**src/rtl/lcd_frame_writer.sv**
```systemverilog
// ST7789V3 memory-write sequencer: emits CASET/RASET/RAMWR and then streams
// RGB565 pixels as two data bytes each into a 9-bit command/data FIFO.
module lcd_frame_writer #(
    parameter int H_RES       = 240,
    parameter int V_RES       = 280,
    parameter int X_OFFSET    = 0,
    parameter int Y_OFFSET    = 20,
    parameter int COORD_WIDTH = 9,
    parameter int WORD_WIDTH  = 9
) (
    input  logic                   clk,
    input  logic                   rst,
    input  logic                   start,
    input  logic [COORD_WIDTH-1:0] x0,
    input  logic [COORD_WIDTH-1:0] x1,
    input  logic [COORD_WIDTH-1:0] y0,
    input  logic [COORD_WIDTH-1:0] y1,
    output logic                   busy,
    output logic                   done,
    output logic                   err,
    input  logic                   px_valid,
    output logic                   px_ready,
    input  logic [15:0]            px_data,
    output logic                   wr_valid,
    input  logic                   wr_ready,
    output logic [WORD_WIDTH-1:0]  wr_data
);

    localparam logic [8:0]  CMD_CASET = 9'h02A;
    localparam logic [8:0]  CMD_RASET = 9'h02B;
    localparam logic [8:0]  CMD_RAMWR = 9'h02C;
    localparam logic [31:0] H_LIM     = 32'(H_RES);
    localparam logic [31:0] V_LIM     = 32'(V_RES);
    localparam logic [15:0] X_OFF     = 16'(X_OFFSET);
    localparam logic [15:0] Y_OFF     = 16'(Y_OFFSET);

    typedef enum logic [2:0] {
        S_IDLE,
        S_CASET,
        S_RASET,
        S_RAMWR,
        S_PIX,
        S_DRAIN
    } state_t;

    state_t      state_r;
    logic [15:0] xs_r;
    logic [15:0] xe_r;
    logic [15:0] ys_r;
    logic [15:0] ye_r;
    logic [16:0] cnt_r;
    logic [1:0]  idx_r;
    logic        cmd_sent_r;
    logic [7:0]  lo_r;
    logic        lo_pending_r;

    logic        free_s;
    logic        win_ok_s;
    logic [16:0] wdt_s;
    logic [16:0] hgt_s;
    logic [16:0] area_s;

    // Window arguments go out high byte first: start, then end coordinate.
    function automatic logic [8:0] arg_word(input logic [15:0] s, input logic [15:0] e,
                                            input logic [1:0] idx);
        logic [8:0] w;
        case (idx)
            2'd0:    w = {1'b1, s[15:8]};
            2'd1:    w = {1'b1, s[7:0]};
            2'd2:    w = {1'b1, e[15:8]};
            default: w = {1'b1, e[7:0]};
        endcase
        return w;
    endfunction

    // Handshake qualifiers, window check and pixel count of the latched window.
    always_comb begin
        free_s   = !wr_valid || wr_ready;
        win_ok_s = (x1 >= x0) && (y1 >= y0) &&
                   (32'(x1) < H_LIM) && (32'(y1) < V_LIM);
        wdt_s    = 17'(xe_r - xs_r) + 17'd1;
        hgt_s    = 17'(ye_r - ys_r) + 17'd1;
        area_s   = wdt_s * hgt_s;
        px_ready = (state_r == S_PIX) && free_s && !lo_pending_r;
    end

    // Sequencer: one word loaded into the output register per free cycle.
    always_ff @(posedge clk or negedge rst) begin
        if (!rst) begin
            state_r      <= S_IDLE;
            xs_r         <= 16'd0;
            xe_r         <= 16'd0;
            ys_r         <= 16'd0;
            ye_r         <= 16'd0;
            cnt_r        <= 17'd0;
            idx_r        <= 2'd0;
            cmd_sent_r   <= 1'b0;
            lo_r         <= 8'd0;
            lo_pending_r <= 1'b0;
            busy         <= 1'b0;
            done         <= 1'b0;
            err          <= 1'b0;
            wr_valid     <= 1'b0;
            wr_data      <= 9'd0;
        end else begin
            done <= 1'b0;
            err  <= 1'b0;
            case (state_r)
                S_IDLE: begin
                    if (start) begin
                        if (win_ok_s) begin
                            xs_r       <= 16'(x0) + X_OFF;
                            xe_r       <= 16'(x1) + X_OFF;
                            ys_r       <= 16'(y0) + Y_OFF;
                            ye_r       <= 16'(y1) + Y_OFF;
                            idx_r      <= 2'd0;
                            cmd_sent_r <= 1'b0;
                            busy       <= 1'b1;
                            wr_valid   <= 1'b1;
                            wr_data    <= CMD_CASET;
                            state_r    <= S_CASET;
                        end else begin
                            err <= 1'b1;
                        end
                    end
                end
                S_CASET: begin
                    if (free_s) begin
                        wr_valid <= 1'b1;
                        wr_data  <= arg_word(xs_r, xe_r, idx_r);
                        idx_r    <= idx_r + 2'd1;
                        if (idx_r == 2'd3) begin
                            cmd_sent_r <= 1'b0;
                            state_r    <= S_RASET;
                        end
                    end
                end
                S_RASET: begin
                    if (free_s) begin
                        wr_valid <= 1'b1;
                        if (!cmd_sent_r) begin
                            wr_data    <= CMD_RASET;
                            cmd_sent_r <= 1'b1;
                        end else begin
                            wr_data <= arg_word(ys_r, ye_r, idx_r);
                            idx_r   <= idx_r + 2'd1;
                            if (idx_r == 2'd3) begin
                                state_r <= S_RAMWR;
                            end
                        end
                    end
                end
                S_RAMWR: begin
                    if (free_s) begin
                        wr_valid <= 1'b1;
                        wr_data  <= CMD_RAMWR;
                        cnt_r    <= area_s;
                        state_r  <= S_PIX;
                    end
                end
                S_PIX: begin
                    // The low byte of a pixel has priority; px_ready is held off meanwhile.
                    if (lo_pending_r && free_s) begin
                        wr_valid     <= 1'b1;
                        wr_data      <= {1'b1, lo_r};
                        lo_pending_r <= 1'b0;
                        cnt_r        <= cnt_r - 17'd1;
                        if (cnt_r == 17'd1) begin
                            state_r <= S_DRAIN;
                        end
                    end else if (px_valid && px_ready) begin
                        wr_valid     <= 1'b1;
                        wr_data      <= {1'b1, px_data[15:8]};
                        lo_r         <= px_data[7:0];
                        lo_pending_r <= 1'b1;
                    end else if (free_s) begin
                        wr_valid <= 1'b0;
                    end
                end
                S_DRAIN: begin
                    if (free_s) begin
                        wr_valid <= 1'b0;
                        done     <= 1'b1;
                        busy     <= 1'b0;
                        state_r  <= S_IDLE;
                    end
                end
                default: begin
                    state_r <= S_IDLE;
                end
            endcase
        end
    end

endmodule

```
**config.mk**
```make
export PLATFORM = sky130hd
export DESIGN_NAME = lcd_frame_writer
export DESIGN_NICKNAME = d
export VERILOG_FILES = /design/src/rtl/lcd_frame_writer.sv
export SDC_FILE = /design/constraint.sdc
export NUM_CORES = 1
export LEC_CHECK = 0
export CAP_MARGIN = 15
export CORE_AREA = 3 3 157 159
export DETAILED_ROUTE_END_ITERATION = 10
export DIE_AREA = 0 0 160 162
export HOLD_SLACK_MARGIN = 0.06
export PLACE_DENSITY = 0.71
export RECOVER_POWER = 25
export SETUP_SLACK_MARGIN = 0.2
export SLEW_MARGIN = 10
export SYNTH_ARGS = -nofsm -noshare
export SYNTH_HDL_FRONTEND = slang
export SYNTH_SLANG_ARGS = --single-unit
export TNS_END_PERCENT = 100
```
**constraint.sdc**
```tcl
create_clock -name clk -period 7.6 [get_ports clk]
set_input_delay 0.76 -clock clk [delete_from_list [all_inputs] [get_ports clk]]
set_output_delay 0.76 -clock clk [all_outputs]
set_load 0.03 [all_outputs]
```
==> impl_metrics.toml, run 1 <==
[synth]
fraction_of_the_mapped_netlist_area_in_adder_cells = 0.303
synth_edf_count = 0
syn-mean-instance-area_um2 = 8.78
yosys_warnings = 0
syn-num-nets = 1378
ys_async_sr_fraction = 1.00
mappedNetlistArea_um2 = 9950
synth.yosys.seq_area_share = 0.209
yosys.area_share.simple = 0.162
synth_mux_area_frac = 0.0557
most_used_dff_post_synth = "sky130_fd_sc_hd__dfrtp_1"
synth_top_cell_by_area = "sky130_fd_sc_hd__dfrtp_1"
yosys.cell_types.count = 69
synth-compound-area-share = 0.128
xor_xnor_fraction_of_synth_area = 0.0590
postSynthRegisterBits = 83
ys_top_cells_by_area = "sky130_fd_sc_hd__dfrtp_1 21%, sky130_fd_sc_hd__fa_1 18%, sky130_fd_sc_hd__ha_1 13%"
netlist_instances = 1133
yosys.area.top_type_share = 0.209
largest_family_of_logic_cells_by_synthesized_area = "adder cells"

[flow_run]
cap_violations = 1

[floorplanning]
pin_count = 71
initial_core_utilization = 0.425
rows = 56
floorplan.die.width_um = 160
core_region_area_um2 = 23400
die_area_um2 = 25900
die-height_um = 162

[placement]
gp_congestion = 0.902
post-dp-hpwl_um = 19600
dpl.cell_count = 1498
port-buffer-count = 70

[final_layout]
mostFrequentLayoutCells = "182 x sky130_fd_sc_hd__inv_1, 100 x sky130_fd_sc_hd__ha_1, 92 x sky130_fd_sc_hd__nor2_1, 90 x sky130_fd_sc_hd__nand2_1, 87 x sky130_fd_sc_hd__fa_1"
post_route_insts_no_fill = 1521
drive_gt1_frac = 0.0566
layout_commonest_cell = "sky130_fd_sc_hd__inv_1"
insertedDiodeCount = 0
finalNetCount = 1442
area.growth.synth_to_final_pct = 15.1
fillerInstances = 2232

[clock_tree]
clock_tree.root_cell = "sky130_fd_sc_hd__clkbuf_16"
cts.path.max_buffers = 2
htree_num_levels = 3
insertion_delay_ns = 0.35
tritoncts = "yes"
clk_transition_reported_paths_ns = 0.07
number_of_buffers_added_by_the_clock_tree_synthesis_step = 9
clock_sinks = 83

[critical_path]
slowest_delay_ns = 0.55
crit_arrival_ns = 7.34
startpoint_type = "flop"
crit_path_end_kind = "flop"
worstPathRequired_ns = 7.89
critical_path_peak_fanout = 8
cp_slowest_cell = "sky130_fd_sc_hd__fa_1"
criticalPathCategory = "flop to flop"

[sta]
grt_setup_unrepaired = "false"
final-max-slew-violation-count = 68
final_hold_violating_endpoints = 0
clock_skew_ns = 0.0134
tightest_slew_ns = 3.64
report.final.setup_viol = 0
fmax_ghz = 0.142
finalSetupTns_ns = 0
slew_headroom = -1.43
final_min_period_over_clock_period = 0.928
final_period_minus_worst_setup_slack_ns = 7.05

[detailed_routing]
antenna_left = 0
detailedRoute.firstIterationViolations = 560
drc = 0
via_count = 8108
route.final.wire_length_um = 24300
detailedRoute.firstPassIterationCount = 5
routed_wire_length_per_instance_um = 16.0
vias_per_cell = 5.33

[global_route]
vias_in_the_first_global_route = 8124
antenna_violations_before_repair = 0
wire_length_of_the_first_global_routing_pass_um = 40400
grt.overflow.total = 0
grtUsageTotal = 0.190
grt_max_degree = 68

[worst_hold_path]
hold_class = "flop to flop"

[run_status]
run_status = "finished with violations"
violations = "capacitance limit, slew limit"
-- timing repair --
action | 4_1_cts | 5_1_grt
setup endpoints to repair | 0 | 5
hold buffers | 0 | 0
setup buffers | 0 | 7
gates resized for setup | 0 | 15
-- worst max-delay path: cells and delay by family (launching register included) --
family,cells,cell delay (ns)
compound gates,9,1.52
simple gates,4,0.54
fa+ha+maj,8,3.51
xor+xnor,3,0.45
flops,1,0.36
buf+inv,7,0.63
-- cell usage after synthesis, types with 19 or more instances --
cell and instances:
sky130_fd_sc_hd__a21oi_1 54, sky130_fd_sc_hd__and2_1 34, sky130_fd_sc_hd__clkbuf_1 34, sky130_fd_sc_hd__dfrtp_1 83, sky130_fd_sc_hd__fa_1 88, sky130_fd_sc_hd__ha_1 100
sky130_fd_sc_hd__inv_1 182, sky130_fd_sc_hd__mux2_1 19, sky130_fd_sc_hd__mux2i_1 25, sky130_fd_sc_hd__nand2_1 90, sky130_fd_sc_hd__nor2_1 92, sky130_fd_sc_hd__nor2b_1 20
sky130_fd_sc_hd__nor3_1 30, sky130_fd_sc_hd__o21ai_0 42, sky130_fd_sc_hd__xnor2_1 36
-- path summary, 6_finish.rpt --
check | from | end | slack [ns] | depth (start not counted)
setup / recovery | xe_r[0] | cnt_r[14] | 0.55 | 31
hold / removal | ye_r[1] | ye_r[1] | 0.49 | 1
hold reg to reg | ye_r[1] | ye_r[1] | 0.49 | 1
max in group asynchronous | rst | xe_r[3] | 2.91 | 2
min in group asynchronous | rst | cnt_r[14] | 0.63 | 1
setup reg to reg | xe_r[0] | cnt_r[14] | 0.55 | 31
-- metal layers --
metal | share of wire | wire, um | track usage
met1 | 0.45 | 10900 | 0.253
met2 | 0.49 | 11800 | 0.325
met3 | 0.040 | 960 | 0.0247
met4 | 0.027 | 655 | 0.0572
met5 | 0 | 0 | 0
-- area by class of cell --
class / count / area, um2 / share of cell area
Clock inverter: 6 / 73.8 / 0.00645
Inverter: 182 / 683 / 0.0597
Timing Repair Buffer: 93 / 863 / 0.0754
Sequential cell: 83 / 2080 / 0.181
Multi-Input combinational cell: 828 / 7130 / 0.622
Clock buffer: 10 / 229 / 0.0200
Tap cell: 319 / 399 / 0.0349
-- metrics by stage --
stage          instance area (um2)  hold slack [ns]  utilization  worst slack (ns)
3_3_place_gp                 11000            0.471        0.471             0.634
4_1_cts                      11300            0.290        0.484             0.408
2_1_floorplan                 9950            0.458            -             0.865
5_1_grt                      11500            0.517        0.489             0.207
3_5_place_dp                 11000            0.483        0.471             0.445
6_report                     11500            0.492        0.489             0.547
-- state kept, by name, summed over array words and instances (netlist names) --
register,flops
lo_r,8
cnt_r,17
wr_valid,1
state_r,3
idx_r,2
cmd_sent_r,1
done,1
busy,1
wr_data,9
xe_r,9
lo_pending_r,1
ys_r,10
ye_r,10
err,1
xs_r,9
-- kinds of logic (layout without fill, tap and decap cells) --
kind of cell / after synthesis / in the layout
xor gates and xnor gates: 59 / 59
AOI/OAI and AO/OA: 192 / 192
muxes: 52 / 52
adders and majority gates: 188 / 188
DFF: 83 / 83
buffers and inverters: 222 / 291
and+or+nand+nor: 337 / 337
Power of run 1 is not shown: default switching activity piles up to over one toggle a cycle in this logic, so the estimate is an artifact.
==> inputs of run 2 (changes only) <==
--- a/config.mk
+++ b/config.mk
@@ -10,7 +10,7 @@
 export DETAILED_ROUTE_END_ITERATION = 10
 export DIE_AREA = 0 0 160 162
 export HOLD_SLACK_MARGIN = 0.06
-export PLACE_DENSITY = 0.71
+export PLACE_DENSITY = 0.73
 export RECOVER_POWER = 25
 export SETUP_SLACK_MARGIN = 0.2
 export SLEW_MARGIN = 10
==> constraint.sdc (replaced) <==
create_clock -name clk -period 6.2 [get_ports clk]
set_input_delay 0.62 -clock clk [delete_from_list [all_inputs] [get_ports clk]]
set_output_delay 0.62 -clock clk [all_outputs]
set_load 0.03 [all_outputs]
==> run 2 against run 1 <==
Against the previous run:
- the run ends with capacitance limit, slew limit, setup timing left
- maximum frequency is 7.7% higher
- register-to-register slack got worse by 0.90 ns
- setup slack lost 0.90 ns
- cell count is 11% higher
- first-iteration DRC count down 18%
- die area stayed put
- count of clock-buffer cells in the layout unchanged
- utilization rose by 7.7 points
- critical path type unchanged
- critical endpoint is now cnt_r[16]
- largest cell class unchanged
- highest routed layer unchanged
==> impl_metrics.toml, run 2 (same netlist as run 1, synthesis figures left out) <==
[run_status]
run_status = "finished with violations"
violations = "capacitance limit, slew limit, setup timing"

[final_layout]
layout_commonest_cell = "sky130_fd_sc_hd__buf_4"
layout.area.seq_um2 = 2080
mostFrequentLayoutCells = "170 x sky130_fd_sc_hd__buf_4, 160 x sky130_fd_sc_hd__inv_1, 91 x sky130_fd_sc_hd__nor2_1, 85 x sky130_fd_sc_hd__nand2_1, 83 x sky130_fd_sc_hd__dfrtp_1"
area.growth.synth_to_final_pct = 33.1
insertedDiodeCount = 0
largest-register = "cnt_r"
reg_top3 = "cnt_r x17, ye_r x10, ys_r x10"
largest_reg_flops = 17
post_route_insts_no_fill = 1685
total_area_of_multi_input_combinational_cells_um2 = 7580
final_area_um2 = 13200
fillerInstances = 2020
drive_gt1_frac = 0.229
finalNetCount = 1606
final_core_util = 0.566

[sta]
final_period_minus_worst_setup_slack_ns = 6.55
report.final.setup_viol = 6
grt_setup_unrepaired = "true"
tightest_slew_ns = 3.51
final_hold_violating_endpoints = 0
layout_setup_ws_ns = -0.350
slew_headroom = -1.34
clock_skew_ns = 0.00902
final-max-slew-violation-count = 65
fmax_ghz = 0.153
final_min_period_over_clock_period = 1.06

[clock_tree]
insertion_delay_ns = 0.35
cts_hold_buffers = 0
clk_transition_reported_paths_ns = 0.07
clock_sinks = 83
number_of_buffers_added_by_the_clock_tree_synthesis_step = 9
cts.path.max_buffers = 2
htree_num_levels = 3
tritoncts = "yes"
clock_tree.root_cell = "sky130_fd_sc_hd__clkbuf_16"

[global_route]
antenna_violations_before_repair = 0
grt_max_degree = 65
wire_length_of_the_first_global_routing_pass_um = 44600
vias_in_the_first_global_route = 9152
grt.overflow.total = 0
grtUsageTotal = 0.210

[detailed_routing]
routed_wire_length_per_instance_um = 15.7
route.final.wire_length_um = 26500
detailedRoute.firstIterationViolations = 459
drc = 0
antenna_left = 0
via_count = 8707
detailedRoute.firstPassIterationCount = 6
vias_per_cell = 5.17

[floorplanning]
pin_count = 71
rows = 56
initial_core_utilization = 0.425
die-height_um = 162
core_region_area_um2 = 23400
floorplan.die.width_um = 160
die_area_um2 = 25900

[critical_path]
criticalPathCategory = "flop to flop"
crit_arrival_ns = 6.82
cp_slowest_cell = "sky130_fd_sc_hd__fa_1"
worstPathRequired_ns = 6.47
critical_path_s_most_frequent_cell = "sky130_fd_sc_hd__fa_1"
startpoint_type = "flop"
slowest_delay_ns = 0.51
crit_path_end_kind = "flop"
critical_path_peak_fanout = 6

[placement]
dpl.cell_count = 1629
gp_congestion = 0.949
placement.cell_area_um2 = 12100
post-dp-hpwl_um = 20900
port-buffer-count = 70

[flow_run]
cap_violations = 1

[worst_hold_path]
hold_class = "flop to flop"
run 2: cell types whose count changed in the layout (fill, tap and decap cells not counted), sizes merged:
cell | before | now
clkinv | 1 | 0
inv | 184 | 185
clkinvlp | 2 | 1
bufinv | 1 | 2
buf | 22 | 186
run 2: final timing paths:
| path | depth (start not counted) | slack (ns) | from | to |
|---|---|---|---|---|
| max in group asynchronous | 2 | 1.74 | rst | xe_r[5] |
| worst max-delay path | 30 | -0.35 | xe_r[0] | cnt_r[16] |
| worst min-delay path | 1 | 0.49 | busy | busy |
| min in group asynchronous | 1 | 0.52 | rst | ye_r[9] |
| worst min register to register | 1 | 0.49 | busy | busy |
| worst max register to register | 30 | -0.35 | xe_r[0] | cnt_r[16] |
run 2: per-stage QoR:
step                      setup TNS (ns)  worst slack [ns]  hold slack [ns]
after detailed placement           -2.89            -0.666            0.481
after CTS                          -1.04            -0.297            0.158
final                              -1.41            -0.350            0.492
after global placement             -1.79            -0.492            0.474
after global routing               -3.38            -0.685            0.523
after floorplan                   -0.410            -0.201            0.324
run 2: layer usage:
| metal | up-vias | global-route usage | wire length [um] |
|---|---|---|---|
| met5 | - | 0 | 0 |
| met4 | 0 | 0.0682 | 778 |
| met3 | 52 | 0.0270 | 1110 |
| met2 | 215 | 0.376 | 13300 |
| met1 | 4242 | 0.262 | 11300 |
| li1 | 4198 | - | - |
run 2: critical path, delay by kind of cell (launching register included):
family	cells	cell delay [ns]
flops	1	0.37
buf+inv	7	0.56
simple gates	3	0.46
xor+xnor	4	0.82
fa+ha+maj	8	3.12
compound gates	8	1.12
run 2: layout make-up:
class,count,share of cell area
clock buffer,10,0.0173
inverter,182,0.0516
tap,319,0.0301
clock inverter,6,0.00709
timing repair buffer,257,0.165
multi-input combinational,828,0.572
sequential,83,0.157
run 2: what timing repair did:
action,CTS,global route
setup endpoints to repair,8,8
gates resized for setup,92,16
setup buffers,34,6
pin swaps,102,33
Power of run 2 is left out for the same reason.
==> inputs of run 3 (changes only) <==
--- a/config.mk
+++ b/config.mk
@@ -6,9 +6,9 @@
 export NUM_CORES = 1
 export LEC_CHECK = 0
 export CAP_MARGIN = 15
-export CORE_AREA = 3 3 157 159
+export CORE_AREA = 3 3 133 186
 export DETAILED_ROUTE_END_ITERATION = 10
-export DIE_AREA = 0 0 160 162
+export DIE_AREA = 0 0 136 189
 export HOLD_SLACK_MARGIN = 0.06
 export PLACE_DENSITY = 0.73
 export RECOVER_POWER = 25
==> run 3 against run 2 <==
Against the previous run:
- the flow still finishes with violations (capacitance limit, slew limit, setup timing)
- cell count shrank 0.89%
- critical path type unchanged
- hold slack got worse by 0.22 ns
- highest routed layer unchanged
- die area is 0.83% lower
- via count increased by 1.0%
- flip-flop and latch count is the same
- maximum frequency is 1.2% lower
- setup slack got worse by 0.079 ns
- critical endpoint is now cnt_r[14]
- global-route usage up 0.85 points
- count of clock-buffer cells in the layout decreased by 1
- register-to-register slack worse by 0.08 ns
- utilization shrank 0.32 points
- wire length grew 5.8%
==> impl_metrics.toml, run 3 (same netlist as run 1, synthesis figures left out) <==
[critical_path]
critical_path_peak_fanout = 6
crit_path_end_kind = "flop"
crit_family = "adder cells"
criticalPathCategory = "flop to flop"
crit_buf_inv = 8
timing.critical_path.to = "cnt_r[14]"
r2r_setup_slack_ns = -0.43
r2r_cells = 31
crit-reg2reg-capture = "cnt_r[14]"
critical_path_s_most_frequent_cell = "sky130_fd_sc_hd__fa_1"
crit_cells = 31
crit_arrival_ns = 6.93
cp_slowest_cell = "sky130_fd_sc_hd__fa_1"
startpoint_type = "flop"
slowest_delay_ns = 0.56
worstPathRequired_ns = 6.50
timing.rr.start = "xe_r[0]"
worstSetupStartpoint = "xe_r[0]"

[detailed_routing]
dr.max_layer_used = "met4"
drc = 0
met2WireLength_um = 15200
route.layer.met1.wl_um = 10400
antenna_left = 0
dr_wl_met3_um = 647
detailedRoute.firstPassIterationCount = 7
vias_per_cell = 5.27
via_count = 8798
detailedRoute.firstIterationViolations = 406
route.final.wire_length_um = 28000
routed_wire_length_per_instance_um = 16.8

[clock_tree]
tritoncts = "yes"
htree_num_levels = 3
clk_transition_reported_paths_ns = 0.07
cts_hold_buffers = 0
insertion_delay_ns = 0.36
clock_sinks = 83
number_of_buffers_added_by_the_clock_tree_synthesis_step = 9
cts.path.max_buffers = 2
clock_tree.root_cell = "sky130_fd_sc_hd__clkbuf_16"

[sta]
tightest_slew_ns = 3.98
layout_setup_ws_ns = -0.429
clock_skew_ns = 0.0101
fmax_ghz = 0.151
grt_setup_unrepaired = "true"
report.final.setup_viol = 7
final_period_minus_worst_setup_slack_ns = 6.63
final-max-slew-violation-count = 73
slew_headroom = -1.65
final_hold_violating_endpoints = 0
final_min_period_over_clock_period = 1.07

[final_layout]
area.growth.synth_to_final_pct = 31.7
largest_reg_flops = 17
finalNetCount = 1604
reg_top3 = "cnt_r x17, ye_r x10, ys_r x10"
insertedDiodeCount = 0
mostFrequentLayoutCells = "166 x sky130_fd_sc_hd__buf_4, 156 x sky130_fd_sc_hd__inv_1, 92 x sky130_fd_sc_hd__nor2_1, 85 x sky130_fd_sc_hd__nand2_1, 84 x sky130_fd_sc_hd__ha_1"
post_route_insts_no_fill = 1670
largest-register = "cnt_r"
drive_gt1_frac = 0.228
final_area_um2 = 13100
layout_commonest_cell = "sky130_fd_sc_hd__buf_4"

[global_route]
grt_max_degree = 73
vias_in_the_first_global_route = 9231
antenna_violations_before_repair = 0
wire_length_of_the_first_global_routing_pass_um = 44400
grt.overflow.total = 0
grtUsageTotal = 0.218

[floorplanning]
rows = 66
pin_count = 71
core_region_area_um2 = 23300
die_area_um2 = 25700
initial_core_utilization = 0.427
die-height_um = 189
floorplan.die.width_um = 136

[run_status]
run_status = "finished with violations"
violations = "capacitance limit, slew limit, setup timing"

[placement]
port-buffer-count = 70
placement.cell_area_um2 = 12100
post-dp-hpwl_um = 22000
dpl.cell_count = 1623
gp_congestion = 0.935

[worst_hold_path]
hold_class = "primary input to asynchronous set/reset pin"

[flow_run]
cap_violations = 1
run 3: cell count changes in the layout (fill, tap and decap cells not counted), moves of 2 or more:
cell,change
sky130_fd_sc_hd__a21oi_2,+2
sky130_fd_sc_hd__buf_12,-3
sky130_fd_sc_hd__buf_4,-4
sky130_fd_sc_hd__buf_6,+5
sky130_fd_sc_hd__ha_1,+2
sky130_fd_sc_hd__ha_4,-3
sky130_fd_sc_hd__inv_1,-4
sky130_fd_sc_hd__inv_2,+4
sky130_fd_sc_hd__nand2_2,+2
sky130_fd_sc_hd__nand2_4,-2
run 3: metal layers:
metal | up-vias | track usage
met5 | - | 0
met4 | 0 | 0.133
met3 | 82 | 0.0183
met2 | 194 | 0.412
met1 | 4331 | 0.229
li1 | 4191 | -
run 3: worst min-delay path by stage:
stage,start,to,slack (ns)
3_5_place_dp,rst,cnt_r[9],0.47
3_3_place_gp,rst,cnt_r[9],0.47
5_1_grt,rst,cnt_r[9],0.33
2_1_floorplan,rst,busy,0.32
6_report,rst,cnt_r[11],0.27
4_1_cts,rst,cnt_r[8],0.09
run 3: timing repair:
item | in CTS | in global routing
pin swaps | 53 | 35
setup endpoints to repair | 8 | 9
buffers inserted | 17 | 14
gates resized for setup | 48 | 59
run 3: final cells by class:
class | instances | area [um2]
clock buffer | 9 | 225
clock inverter | 7 | 80.1
fill | 1985 | 10200
inverter | 182 | 683
multi-input combinational | 828 | 7510
sequential | 83 | 2080
tap | 306 | 383
timing repair buffer | 255 | 2150
run 3: worst reg2reg max path: cells and delay by family, from the launching register on:
family | cells | cell delay [ns]
adders and majority gates | 8 | 3.05
AOI/OAI and AO/OA | 8 | 1.32
and+or+nand+nor | 4 | 0.70
buffers and inverters | 8 | 0.62
xor gates and xnor gates | 3 | 0.52
DFF | 1 | 0.37
run 3: metrics by stage:
step                hold WS (ns)  setup slack (ns)  setup TNS [ns]  utilization
floorplan                  0.324            -0.201          -0.410            -
global placement           0.470            -0.508           -2.14        0.521
detailed placement         0.474            -0.735           -3.35        0.521
CTS                       0.0862            -0.357           -1.34        0.549
global route               0.326            -0.720           -3.85        0.563
finish                     0.274            -0.429           -1.83        0.563
Power of run 3 is left out for the same reason.
